### src/rtl/seg14_scan_scheduler.sv
// rtl/seg14_scan_scheduler.sv - double-buffered multiplexed 14-segment display scan scheduler
module seg14_scan_scheduler #(
  parameter int NUM_DIGITS = 12,
  parameter int SEG_W      = 14,
  parameter int PRESCALE   = 4,
  parameter int BLANK_CYC  = 1
) (
  input  logic                  clk,
  input  logic                  rst_n,
  input  logic                  enable_i,
  input  logic                  wr_valid_i,
  output logic                  wr_ready_o,
  input  logic [3:0]            wr_addr_i,
  input  logic [SEG_W-1:0]      wr_data_i,
  input  logic                  commit_i,
  output logic                  commit_done_o,
  output logic                  frame_start_o,
  output logic [NUM_DIGITS-1:0] sel_o,
  output logic [SEG_W-1:0]      segm_o
);

  localparam int MAX_CYC = (PRESCALE > BLANK_CYC) ? PRESCALE : BLANK_CYC;
  localparam int CW      = $clog2(MAX_CYC + 1);
  localparam logic [CW-1:0] DRIVE_LAST = CW'(PRESCALE - 1);
  localparam logic [CW-1:0] BLANK_LAST = CW'((BLANK_CYC > 0) ? BLANK_CYC - 1 : 0);
  localparam logic [3:0]    IDX_LAST   = 4'(NUM_DIGITS - 1);

  localparam logic [1:0] S_IDLE  = 2'd0;
  localparam logic [1:0] S_BLANK = 2'd1;
  localparam logic [1:0] S_DRIVE = 2'd2;
  localparam logic [1:0] S_DIGIT = (BLANK_CYC > 0) ? S_BLANK : S_DRIVE;
  localparam logic [NUM_DIGITS-1:0] SEL_ONE = NUM_DIGITS'(1);

  logic [1:0]            state_q, state_d;
  logic [3:0]            idx_q, idx_d;
  logic [CW-1:0]         cnt_q, cnt_d;
  logic                  pending_q, pending_d;
  logic [SEG_W-1:0]      shadow_q [NUM_DIGITS];
  logic [SEG_W-1:0]      active_q [NUM_DIGITS];
  logic [NUM_DIGITS-1:0] sel_q, sel_d;
  logic [SEG_W-1:0]      segm_q, segm_d;
  logic                  commit_done_q, frame_start_q, frame_start_d;
  logic                  boundary, swap, wr_en;

  always_comb begin
    state_d  = state_q;
    idx_d    = idx_q;
    cnt_d    = cnt_q;
    boundary = (state_q == S_DRIVE) && (cnt_q == DRIVE_LAST) && (idx_q == IDX_LAST);
    if (!enable_i) begin
      state_d = S_IDLE;
      idx_d   = '0;
      cnt_d   = '0;
    end else begin
      case (state_q)
        S_IDLE: begin
          state_d = S_DIGIT;
          idx_d   = '0;
          cnt_d   = '0;
        end
        S_BLANK: begin
          if (cnt_q == BLANK_LAST) begin
            state_d = S_DRIVE;
            cnt_d   = '0;
          end else begin
            cnt_d = cnt_q + 1'b1;
          end
        end
        S_DRIVE: begin
          if (cnt_q == DRIVE_LAST) begin
            state_d = S_DIGIT;
            cnt_d   = '0;
            idx_d   = (idx_q == IDX_LAST) ? 4'd0 : idx_q + 4'd1;
          end else begin
            cnt_d = cnt_q + 1'b1;
          end
        end
        default: begin
          state_d = S_IDLE;
          idx_d   = '0;
          cnt_d   = '0;
        end
      endcase
    end

    // Swap only between frames (or while dark) so a frame never mixes old and new data.
    swap      = pending_q && (boundary || (state_q == S_IDLE));
    pending_d = swap ? 1'b0 : (commit_i ? 1'b1 : pending_q);
    wr_en     = wr_valid_i && !pending_q && ({1'b0, wr_addr_i} < 5'(NUM_DIGITS));

    // Outputs are registered from the next state so they line up with the state register.
    sel_d         = '0;
    segm_d        = '0;
    frame_start_d = 1'b0;
    if (state_d == S_DRIVE) begin
      sel_d         = SEL_ONE << idx_d;
      segm_d        = swap ? shadow_q[idx_d] : active_q[idx_d];
      frame_start_d = (idx_d == 4'd0) && (cnt_d == '0);
    end
  end

  always_ff @(posedge clk or negedge rst_n) begin
    if (!rst_n) begin
      state_q       <= S_IDLE;
      idx_q         <= '0;
      cnt_q         <= '0;
      pending_q     <= 1'b0;
      sel_q         <= '0;
      segm_q        <= '0;
      commit_done_q <= 1'b0;
      frame_start_q <= 1'b0;
    end else begin
      state_q       <= state_d;
      idx_q         <= idx_d;
      cnt_q         <= cnt_d;
      pending_q     <= pending_d;
      sel_q         <= sel_d;
      segm_q        <= segm_d;
      commit_done_q <= swap;
      frame_start_q <= frame_start_d;
    end
  end

  always_ff @(posedge clk or negedge rst_n) begin
    if (!rst_n) begin
      for (int i = 0; i < NUM_DIGITS; i++) begin
        shadow_q[i] <= '0;
        active_q[i] <= '0;
      end
    end else begin
      if (wr_en) begin
        shadow_q[wr_addr_i] <= wr_data_i;
      end
      if (swap) begin
        for (int i = 0; i < NUM_DIGITS; i++) begin
          active_q[i] <= shadow_q[i];
        end
      end
    end
  end

  assign wr_ready_o    = ~pending_q;
  assign commit_done_o = commit_done_q;
  assign frame_start_o = frame_start_q;
  assign sel_o         = sel_q;
  assign segm_o        = segm_q;

endmodule

### config.mk
export PLATFORM = sky130hd
export DESIGN_NAME = seg14_scan_scheduler
export DESIGN_NICKNAME = d
export VERILOG_FILES = /design/src/rtl/seg14_scan_scheduler.sv
export SDC_FILE = /design/constraint.sdc
export NUM_CORES = 1
export LEC_CHECK = 0
export ABC_CLOCK_PERIOD_IN_PS = 3100
export CORE_UTILIZATION = 55
export DETAILED_ROUTE_END_ITERATION = 10
export GPL_ROUTABILITY_DRIVEN = 0
export PLACE_DENSITY = 0.73
export SLEW_MARGIN = 10
export SYNTH_ARGS = -nofsm -noshare
export SYNTH_HDL_FRONTEND = slang
export SYNTH_SLANG_ARGS = --single-unit
### constraint.sdc
create_clock -name clk -period 3.1 [get_ports clk]
set_input_delay 0.465 -clock clk [delete_from_list [all_inputs] [get_ports clk]]
set_output_delay 0.465 -clock clk [all_outputs]
set_load 0.05 [all_outputs]
Yosys cells after proc, flatten, opt, wreduce, memory -nomap -nowiden. Cells that the tools add are included.

Add/subtract/negate cells: 2. Magnitude comparators: 4. Equal/unequal tests: 5. Shifts and indexed selects: 1. Muxes and demuxes: 27. Bitwise gates (word level): 3. Reduce and logical (&&, ||, !) cells: 14.

Operator list (number): $bwmux 168 (1); $bmux 14 s4 (2); $mux 14 (7); $demux 14 s4 (1); $mux 12 (1); $mux 4 (3); $shl 1x4->12 const A (1); $ge 5x5->1 const B (2); $not 4->5 (2); $mux 3 (3); $pmux 4 s2 (1); $logic_and 1x1->1 (7); $logic_not 3->1 (2); $mux 2 (3); $pmux 2 s3 (1); $pmux 3 s2 (1); $lt 5x1->1 const B (1); $add 4x1->4 const B (1); $eq 2x2->1 const B (2); $eq 4x4->1 const B (1); $logic_not 4->1 (1); $lt 4x4->1 const B (1); $add 3x1->3 const B (1); $eq 3x2->1 const B (1); 7 further kinds (9).

Bits in registers: 374. Input bits: 23. Output and inout port bits: 29. Word-level logic and storage cells: 88.

Logic depth before layout (Yosys ltp). Gate-level depths: netlist (run 1).

Word-level depth: 11. Gate-level depth with buffers: 12. Depth with buffers taken out: 9.

Worst setup path after synthesis (run 1). No wires, ideal clock.

Path type: flip-flop to flip-flop. Start point: register cnt_q[0]. End point: register segm_q[0] (netlist: segm_o[0]). Library setup time: 124 ps. Arrival: 2339 ps. Data required time: 2976 ps. Slack: 637 ps. Cell stages (with the launch flop): 12. Path buffers: 3. Period minus slack after synthesis: 2463 ps. Cells stage by stage: dfrtp_1 > ha_1 > ha_1 > buf_4 > and2b_1 > and3_1 > buf_2 > nor2_8 > buf_4 > mux2i_1 > o21ai_0 > a211o_1.

Cells in the longest elaborated chain, start to end: 10. Elaborated cells on any way between the ends: 23. Classes of those cells: 2 x eq/ne; 15 x mux; 1 x bitwise; 5 x reduce/logical.

Ends and longest elaborated chain: from (decl) (RTL line 36) `logic [CW-1:0] cnt_q, cnt_d;`; from (signal assigned) (RTL line 115) `cnt_q <= cnt_d;`; $eq 3x2->1 (RTL line 49, 70); $mux 4 (RTL line 70) `if (cnt_q == DRIVE_LAST) begin`; $pmux 4 s2 (RTL line 55) `case (state_q)`; $mux 4 (RTL line 50) `if (!enable_i) begin`; $not 4->5 (not written as such) (RTL line 97) `segm_d = swap ? shadow_q[idx_d] : active_q[idx_d];`; $bmux 14 s4 (RTL line 97); $mux 14 (not written as such) (2 in series) (RTL line 97); $mux 14 (RTL line 97); $mux 14 (*) (RTL line 95) `if (state_d == S_DRIVE) begin`; net segm_d[0] (RTL line 41) `logic [SEG_W-1:0] segm_q, segm_d;`; to (signal assigned) (RTL line 118) `segm_q <= segm_d;`; to (decl) (RTL line 41).

The timed path passes the listed nets; every way through them passes the cells marked *. The select of a mux whose other input is x is not followed. A chain may end at the register's enable or synchronous reset.

Final worst setup path (run 1).
Start point: register cnt_q[0]. End point: register segm_q[9] (netlist: segm_o[9]).

The elaborated chain is that of the path after synthesis.

==> out/metrics.cfg, run 1 <==
[grt]
grt-ovfl-total = 0
antenna_found_initial = 0
grt.total_usage_pct = 26.0
grt_pass1_vias = 9492
grt_max_degree = 80
grt_first_pass_wirelength_microns = 56200

[sta]
fin_hold_ws_ps = 497
fin_crit_ps = 2930
worst_pin_slew_ps = 824
finalSetupViolations = 0
tns_ps = 0
period_share_pct = 94.4
fin_skew_ps = 8.12
relSlewSlack_pct = 44.8
fmax_ghz = 0.342
rsz0062_at_grt = no
drv_slew = 0
hold_viol = 0

[min_path]
hp-class = reg2reg

[floorplan]
die_height_microns = 170
rows = 61
initial_utilization_pct = 55.8
io_pins = 52
core-area_sq_um = 27700
dieArea_sq_um = 28800
die_x_microns = 170

[cells_and_area]
layout.nets = 1175
drive_gt1_share_pct = 40.0
final_core_util_pct = 65.0
multiInputGateArea_sq_um = 5730
final_common_cell = dfrtp_1
diodes = 0
syn2layout_area_growth_pct = 16.4
final_cell_mix = dfrtp_1, mux2_2, nand2_1
final_area_sq_um = 18000
fillers = 1997
final-seq-area_sq_um = 9360

[drt]
first_iter_violations = 690
drc = 0
vias = 9156
drt-total-wl_microns = 35600
firstDrtPassIters = 5
detail_route.wl_per_cell_microns = 22.9
vias_per_cell = 5.91
antenna_left = 0

[clocking]
cts_sinks = 374
htree_num_levels = 2
clk-insertion-delay-late_ps = 520
root_buffer = clkbuf_16
clockBufferDepth = 3
tritoncts = built
cts_buffers = 39
clk_pin_slew_ps = 60

[synthesis]
yosysSeqAreaShare_pct = 60.5
syn_inst = 1074
synth_edf_count = 0
synth-seq-cells = 374
synth_ff_type = dfrtp_1
syn_avg_cell_area_sq_um = 14.4
synth_nets = 1106
yosysWarnings = 0
synth_area_sq_um = 15500
synth_cell_type_count = 58
synthArstFlopShare_pct = 100

[status]
outcome = finished, final reports clean

[placed_design]
port_buffers = 51
placed_area_sq_um = 16600
hpwl_microns = 21400

[worst_setup_path]
cp-start-kind = flip-flop
crit_required_ps = 3500
arrival_ps = 3320
cp_max_fo = 12
critical_path_class = reg2reg
endpoint_kind = flip-flop

[power]
p_leak_nw = 8.28
peakVddDrop_uv = 393
powerDensity_nw_per_um2 = 843

[job]
drv_cap = 0

## cells by family after synthesis
| group | synth area share [%] |
|---|---|
| mux | 25.8 |
| compound gates | 6.16 |
| flops | 60.5 |
| buf+inv | 2.53 |
| simple gates | 4.24 |
| fa+ha+maj | 0.728 |
## worst max-delay path: stages, from the launching register on
cell and delay, ps:
dfrtp_1 380, ha_1 200, ha_2 320, and2b_2 300, o21a_1 280, nor2_8 370, mux2i_1 250, buf_4 140
o21ai_0 150, a221o_1 410
## routing by layer
metal | global-route usage (%) | wire (microns) | vias to the layer above
li1 | - | - | 4033
met1 | 36.1 | 15800 | 4836
met2 | 41.3 | 16900 | 221
met3 | 5.08 | 1910 | 66
met4 | 8.15 | 945 | 0
met5 | 0 | 0 | -
## worst paths after layout
path / endpoint / slack, ps / depth (start not counted) / startpoint
setup / recovery: segm_o[9]$_DFF_PN0_ / 170 / 9 / cnt_q[0]$_DFF_PN0_
setup reg to reg: segm_o[9]$_DFF_PN0_ / 170 / 9 / cnt_q[0]$_DFF_PN0_
min in group asynchronous: shadow_q[1]$_DFFE_PN0P_ / 520 / 2 / rst_n
hold reg to reg: active_q[62]$_DFFE_PN0P_ / 500 / 1 / shadow_q[62]$_DFFE_PN0P_
max in group asynchronous: active_q[131]$_DFFE_PN0P_ / 1700 / 3 / rst_n
hold / removal: active_q[62]$_DFFE_PN0P_ / 500 / 1 / shadow_q[62]$_DFFE_PN0P_
## state kept, by name (all words and copies together) (netlist names)
name           count
shadow_q         168
state_q            2
frame_start_o      1
active_q         168
idx_q              4
pending_q          1
cnt_q              3
commit_done_o      1
sel_o             12
segm_o            14
## what timing repair did
item / in CTS / in global routing
endpoints found under the hold margin: 73 / 0
gates resized for setup: 0 / 1
setup buffers: 0 / 0
setup endpoints to repair: 0 / 41
hold buffers: 1 / 0
## power breakdown
group	internal [mW]	switching [mW]
clock	3.04	1.87
combinational	1.70	1.07
sequential	6.60	0.908
## cell type report
type                       instances  area share, %
sequential                       374           52.0
inverter                          11          0.229
clock inverter                    16           1.31
timing repair buffer             100           5.75
clock buffer                      54           6.25
multi-input combinational        617           31.8
tap                              378           2.63
## Yosys cell counts (2+ instances only)
cell | instances | area (sq um)
a21o_1 | 2 | 15.0
nor2b_1 | 3 | 18.8
nor3_1 | 4 | 20.0
nor4b_4 | 2 | 47.6
nand2b_1 | 2 | 12.5
buf_1 | 9 | 33.8
o21ai_2 | 3 | 26.3
buf_2 | 31 | 155
o21a_1 | 3 | 22.5
inv_1 | 9 | 33.8
mux2i_1 | 19 | 190
and3_1 | 4 | 25.0
nand2_1 | 61 | 229
mux2_2 | 338 | 3810
and2_1 | 5 | 31.3
nand3_1 | 7 | 35.0
dfrtp_1 | 374 | 9360
o21ai_1 | 2 | 10.0
a221oi_1 | 13 | 114
nor4bb_1 | 2 | 20.0
clkbuf_1 | 24 | 90.1
nor2_1 | 23 | 86.3
o21ai_0 | 16 | 80.1
inv_2 | 2 | 7.51
a211o_1 | 11 | 96.3
a21oi_1 | 7 | 35.0
a221o_1 | 4 | 40.0
buf_6 | 3 | 33.8
a211oi_1 | 6 | 45.0
ha_1 | 9 | 113
buf_4 | 5 | 37.5
a311oi_1 | 19 | 166
o22ai_1 | 27 | 169
## stage by stage
step | total power, mW | setup slack, ps | cells
after floorplan | 9.45 | 637 | 1074
after global placement | 10.1 | 214 | 1479
after detailed placement | 10.3 | 140 | 1479
after CTS | 15.3 | 99.1 | 1550
after global routing | 15.9 | 20.4 | 1550
final | 15.2 | 175 | 1550
Power figures use the tool's default switching activity.
==> run 2: changes to the inputs <==
CORE_UTILIZATION = 61   (was 55)
CTS_BUF_LIST = sky130_fd_sc_hd__clkbuf_4 sky130_fd_sc_hd__clkbuf_8 sky130_fd_sc_hd__clkbuf_16   (was default)
PLACE_DENSITY = 0.79   (was 0.73)
==> out/metrics.cfg, run 2 (synthesis results as in run 1) <==
[worst_setup_path]
rrSetupSlack_ps = 190
slowest_stage = dfrtp_1
endpoint_kind = flip-flop
crit_required_ps = 3500
critPathBufInv = 3
cp_max_fo = 12
cpMostUsedCell = buf_4
cpPeakStageDelay_ps = 390
arrival_ps = 3310
reg2reg_depth = 11
cp-start-kind = flip-flop
reg2reg_to = segm_o[0]$_DFF_PN0_
path_cells = ha_1 > ha_1 > buf_4 > and2_1 > a41oi_1 > buf_4 > nor2_4 > buf_4 > a221oi_1 > o21ai_0 > a211o_1
cpLargestDelayFamily = compound AO/OA/AOI/OAI gates
r2r_start = cnt_q[0]$_DFF_PN0_
critical_path_class = reg2reg
startpoint = cnt_q[0]$_DFF_PN0_

[clocking]
tritoncts = built
cts_buffers = 38
clockBufferDepth = 3
clk-insertion-delay-late_ps = 520
cts_sinks = 374
clk_pin_slew_ps = 60
root_buffer = clkbuf_16
htree_num_levels = 2
cts_hold_buf = 0

[sta]
worst_pin_slew_ps = 922
drv_slew = 0
period_share_pct = 93.9
tns_ps = 0
hold_viol = 3
fin_skew_ps = 6.03
fmax_ghz = 0.343
fin_crit_ps = 2910
rsz0062_at_grt = no
relSlewSlack_pct = 38.2
finalSetupViolations = 0
fin_hold_ws_ps = -6.61

[drt]
drt-total-wl_microns = 35800
firstDrtPassIters = 5
detail_route.wl_per_cell_microns = 23.9
vias_per_cell = 6.22
antenna_left = 0
vias = 9305
drc = 0
first_iter_violations = 562

[cells_and_area]
final_area_sq_um = 17900
final_cells = 1496
final-seq-area_sq_um = 9360
multiInputGateArea_sq_um = 5740
final_cell_mix = dfrtp_1, mux2_2, nand2_1
layout.nets = 1177
final_common_cell = dfrtp_1
syn2layout_area_growth_pct = 15.6
final_core_util_pct = 72.7
fillers = 1537
drive_gt1_share_pct = 40.7

[power]
p_leak_nw = 8.26
p_total_mw = 14.9
peakVddDrop_uv = 452
powerDensity_nw_per_um2 = 835

[floorplan]
die_x_microns = 161
dieArea_sq_um = 26000
io_pins = 52
core-area_sq_um = 24600
rows = 57
initial_utilization_pct = 62.9
die_height_microns = 161

[status]
violations = hold timing
outcome = finished, violations left

[placed_design]
port_buffers = 51
hpwl_microns = 21500
placed_area_sq_um = 16600
dp_cells = 1429

[min_path]
hp-class = in2async

[grt]
grt.total_usage_pct = 28.9
antenna_found_initial = 1
grt-ovfl-total = 0
grt_pass1_vias = 9785
grt_max_degree = 101
grt_first_pass_wirelength_microns = 56500

[job]
drv_cap = 0

-- run 2: changes by cell type in the layout (fill, tap and decap cells not counted), sizes merged --
cell,before,now
clkinv,9,8
dlygate4sd3,1,0
buf,49,53
bufinv,6,2
clkinvlp,1,0
clkbuf,54,56
diode,0,1
-- run 2: layer usage --
metal | wire [microns] | vias up | global-route usage (%)
met5 | 0 | - | 0
met4 | 1100 | 0 | 10.3
met3 | 1780 | 68 | 4.47
met2 | 17300 | 234 | 47.0
met1 | 15600 | 4967 | 39.9
li1 | - | 4036 | -
-- run 2: area by class of cell --
type / count / area share, %
timing repair buffer: 103 / 5.84
inverter: 11 / 0.231
multi-input combinational: 617 / 32.1
clock buffer: 56 / 6.65
sequential: 374 / 52.3
tap: 324 / 2.27
antenna: 1 / 0.0140
clock inverter: 10 / 0.560
-- run 2: worst register-to-register path: cells and delay by family, from the launching register on --
kind	cells	cell delay (ps)
simple gates	2	210
fa+ha+maj	2	500
compound gates	4	1080
buf+inv	3	610
flops	1	390
-- run 2: worst max-delay path by stage --
stage                     depth (start not counted)  slack (ps)                  end
after detailed placement                          8          80  segm_o[2]$_DFF_PN0_
after global routing                              8           4  segm_o[2]$_DFF_PN0_
after floorplan                                  11         640  segm_o[0]$_DFF_PN0_
after global placement                            8          90  segm_o[2]$_DFF_PN0_
final                                            11         190  segm_o[0]$_DFF_PN0_
after CTS                                         8          80  segm_o[2]$_DFF_PN0_
-- run 2: report_power, final --
group,internal (mW),switching (mW)
clock,2.82,1.83
sequential,6.60,0.915
combinational,1.72,1.06
total,11.1,3.80
-- run 2: what timing repair did --
item                                    CTS  global route
endpoints found under the setup margin    0            15
gates resized for setup                   0             2
buffers inserted                          0             0
-- run 2: through the flow --
stage               worst slack (ps)  hold WS [ps]
floorplan                        637           169
global placement                88.4           478
detailed placement              81.6           486
CTS                             78.4          44.5
global route                    4.05          79.4
finish                           189         -6.61
==> run 3: changes to the inputs <==
CTS_CLUSTER_DIAMETER = 30   (was default)
==> out/metrics.cfg, run 3 (synthesis results as in run 1) <==
[power]
p_seq_share_pct = 42.8
powerDensity_nw_per_um2 = 936
switchingPower_mw = 4.48
p_leak_nw = 8.77
switching_share_pct = 25.3
intPower_mw = 13.2
peakVddDrop_uv = 738
power_frac_comb_pct = 15.9
p_clk_share_pct = 41.3

[job]
drv_cap = 0

[worst_setup_path]
crit_required_ps = 3520
cp-start-kind = flip-flop
cp_max_fo = 12
critical_path_class = reg2reg
endpoint_kind = flip-flop
arrival_ps = 3360

[cells_and_area]
final-seq-area_sq_um = 9360
final_common_cell = dfrtp_1
final_cell_mix = dfrtp_1, mux2_2, clkbuf_16
drive_gt1_share_pct = 43.3
syn2layout_area_growth_pct = 22.1
final_area_sq_um = 18900
fillers = 1379
multiInputGateArea_sq_um = 5740
layout.nets = 1206

[grt]
grt_first_pass_wirelength_microns = 59400
grt_max_degree = 101
grt_pass1_vias = 10300
grt-ovfl-total = 0
antenna_found_initial = 1
grt.total_usage_pct = 30.5

[sta]
rsz0062_at_grt = no
relSlewSlack_pct = 39.8
worst_pin_slew_ps = 899
fmax_ghz = 0.340
fin_skew_ps = 16.2
hold_viol = 12
fin_hold_ws_ps = -13.6
finalSetupViolations = 0
fin_crit_ps = 2940
drv_slew = 0
period_share_pct = 94.8
tns_ps = 0

[floorplan]
die_x_microns = 161
core-area_sq_um = 24600
die_height_microns = 161
initial_utilization_pct = 62.9
dieArea_sq_um = 26000
io_pins = 52
rows = 57

[drt]
vias_per_cell = 6.16
firstDrtPassIters = 6
detail_route.wl_per_cell_microns = 24.3
vias = 9550
drt-total-wl_microns = 37700
antenna_left = 0
first_iter_violations = 671
drc = 0

[clocking]
ctsResizeCount = 0
clk-insertion-delay-late_ps = 550
cts_hold_buf = 0
cts_sinks = 374
tritoncts = built
post_cts_buffers = 0
clockBufferDepth = 3
cts_buffers = 67
root_buffer = clkbuf_16
clk_pin_slew_ps = 50
htree_num_levels = 3

[placed_design]
hpwl_microns = 21500
port_buffers = 51
placed_area_sq_um = 16600

[status]
violations = hold timing
outcome = finished, violations left

[min_path]
hp-class = in2async

## run 3: per-layer routing
layer  vias up  global-route usage, %  part of all wire (%)
met1      5038                   40.6                    42
met4         0                   12.9                   3.6
met3        99                   5.42                   4.9
met2       285                   49.7                    49
li1       4128                      -                     -
met5         -                      0                     0
## run 3: worst paths after layout
check | endpoint | slack [ps] | cells past startpoint | startpoint
min reg2reg | active_q[98]$_DFFE_PN0P_ | 490 | 1 | shadow_q[98]$_DFFE_PN0P_
min | shadow_q[57]$_DFFE_PN0P_ | -10 | 1 | rst_n
max | segm_o[1]$_DFF_PN0_ | 160 | 11 | cnt_q[0]$_DFF_PN0_
min in group clk | active_q[98]$_DFFE_PN0P_ | 490 | 1 | shadow_q[98]$_DFFE_PN0P_
max reg2reg | segm_o[1]$_DFF_PN0_ | 160 | 11 | cnt_q[0]$_DFF_PN0_
max in group asynchronous | active_q[94]$_DFFE_PN0P_ | 2230 | 2 | rst_n
## run 3: critical path: stages (launching register included)
cell	delay (ps)
dfrtp_1	390
ha_1	220
ha_1	290
buf_4	190
and2_1	150
a41oi_1	320
buf_4	220
nor2_4	60
buf_4	210
a221oi_1	250
o21ai_0	180
a211o_1	320
## run 3: final cells by class
type                    instances  area share, %
well taps                     324           2.15
flip-flops and latches        374           49.5
diodes                          1         0.0132
clock inverters                31           1.78
multi-input cells             617           30.4
repair buffers                103           5.52
clock buffers                  89           10.4
inverters                      11          0.219
## run 3: power by group through the flow
stage | sequential, mW | combinational [mW] | clock, mW
6_report | 7.57 | 2.82 | 7.30
5_1_grt | 7.76 | 3.05 | 7.60
4_1_cts | 7.55 | 2.85 | 7.37
3_5_place_dp | 7.55 | 2.76 | 0
3_3_place_gp | 7.46 | 2.63 | 0
2_1_floorplan | 7.26 | 2.19 | 0
## run 3: metrics by stage
step                utilization, %  cells  setup WS (ps)  power [mW]  hold WS [ps]
floorplan                        -   1074            637        9.45           169
global placement              67.4   1429           88.4        10.1           478
detailed placement            67.4   1429           81.6        10.3           486
CTS                           76.7   1549           86.8        17.8          32.1
global route                  76.8   1549           25.4        18.4          57.7
finish                        76.8   1550            163        17.7         -13.6
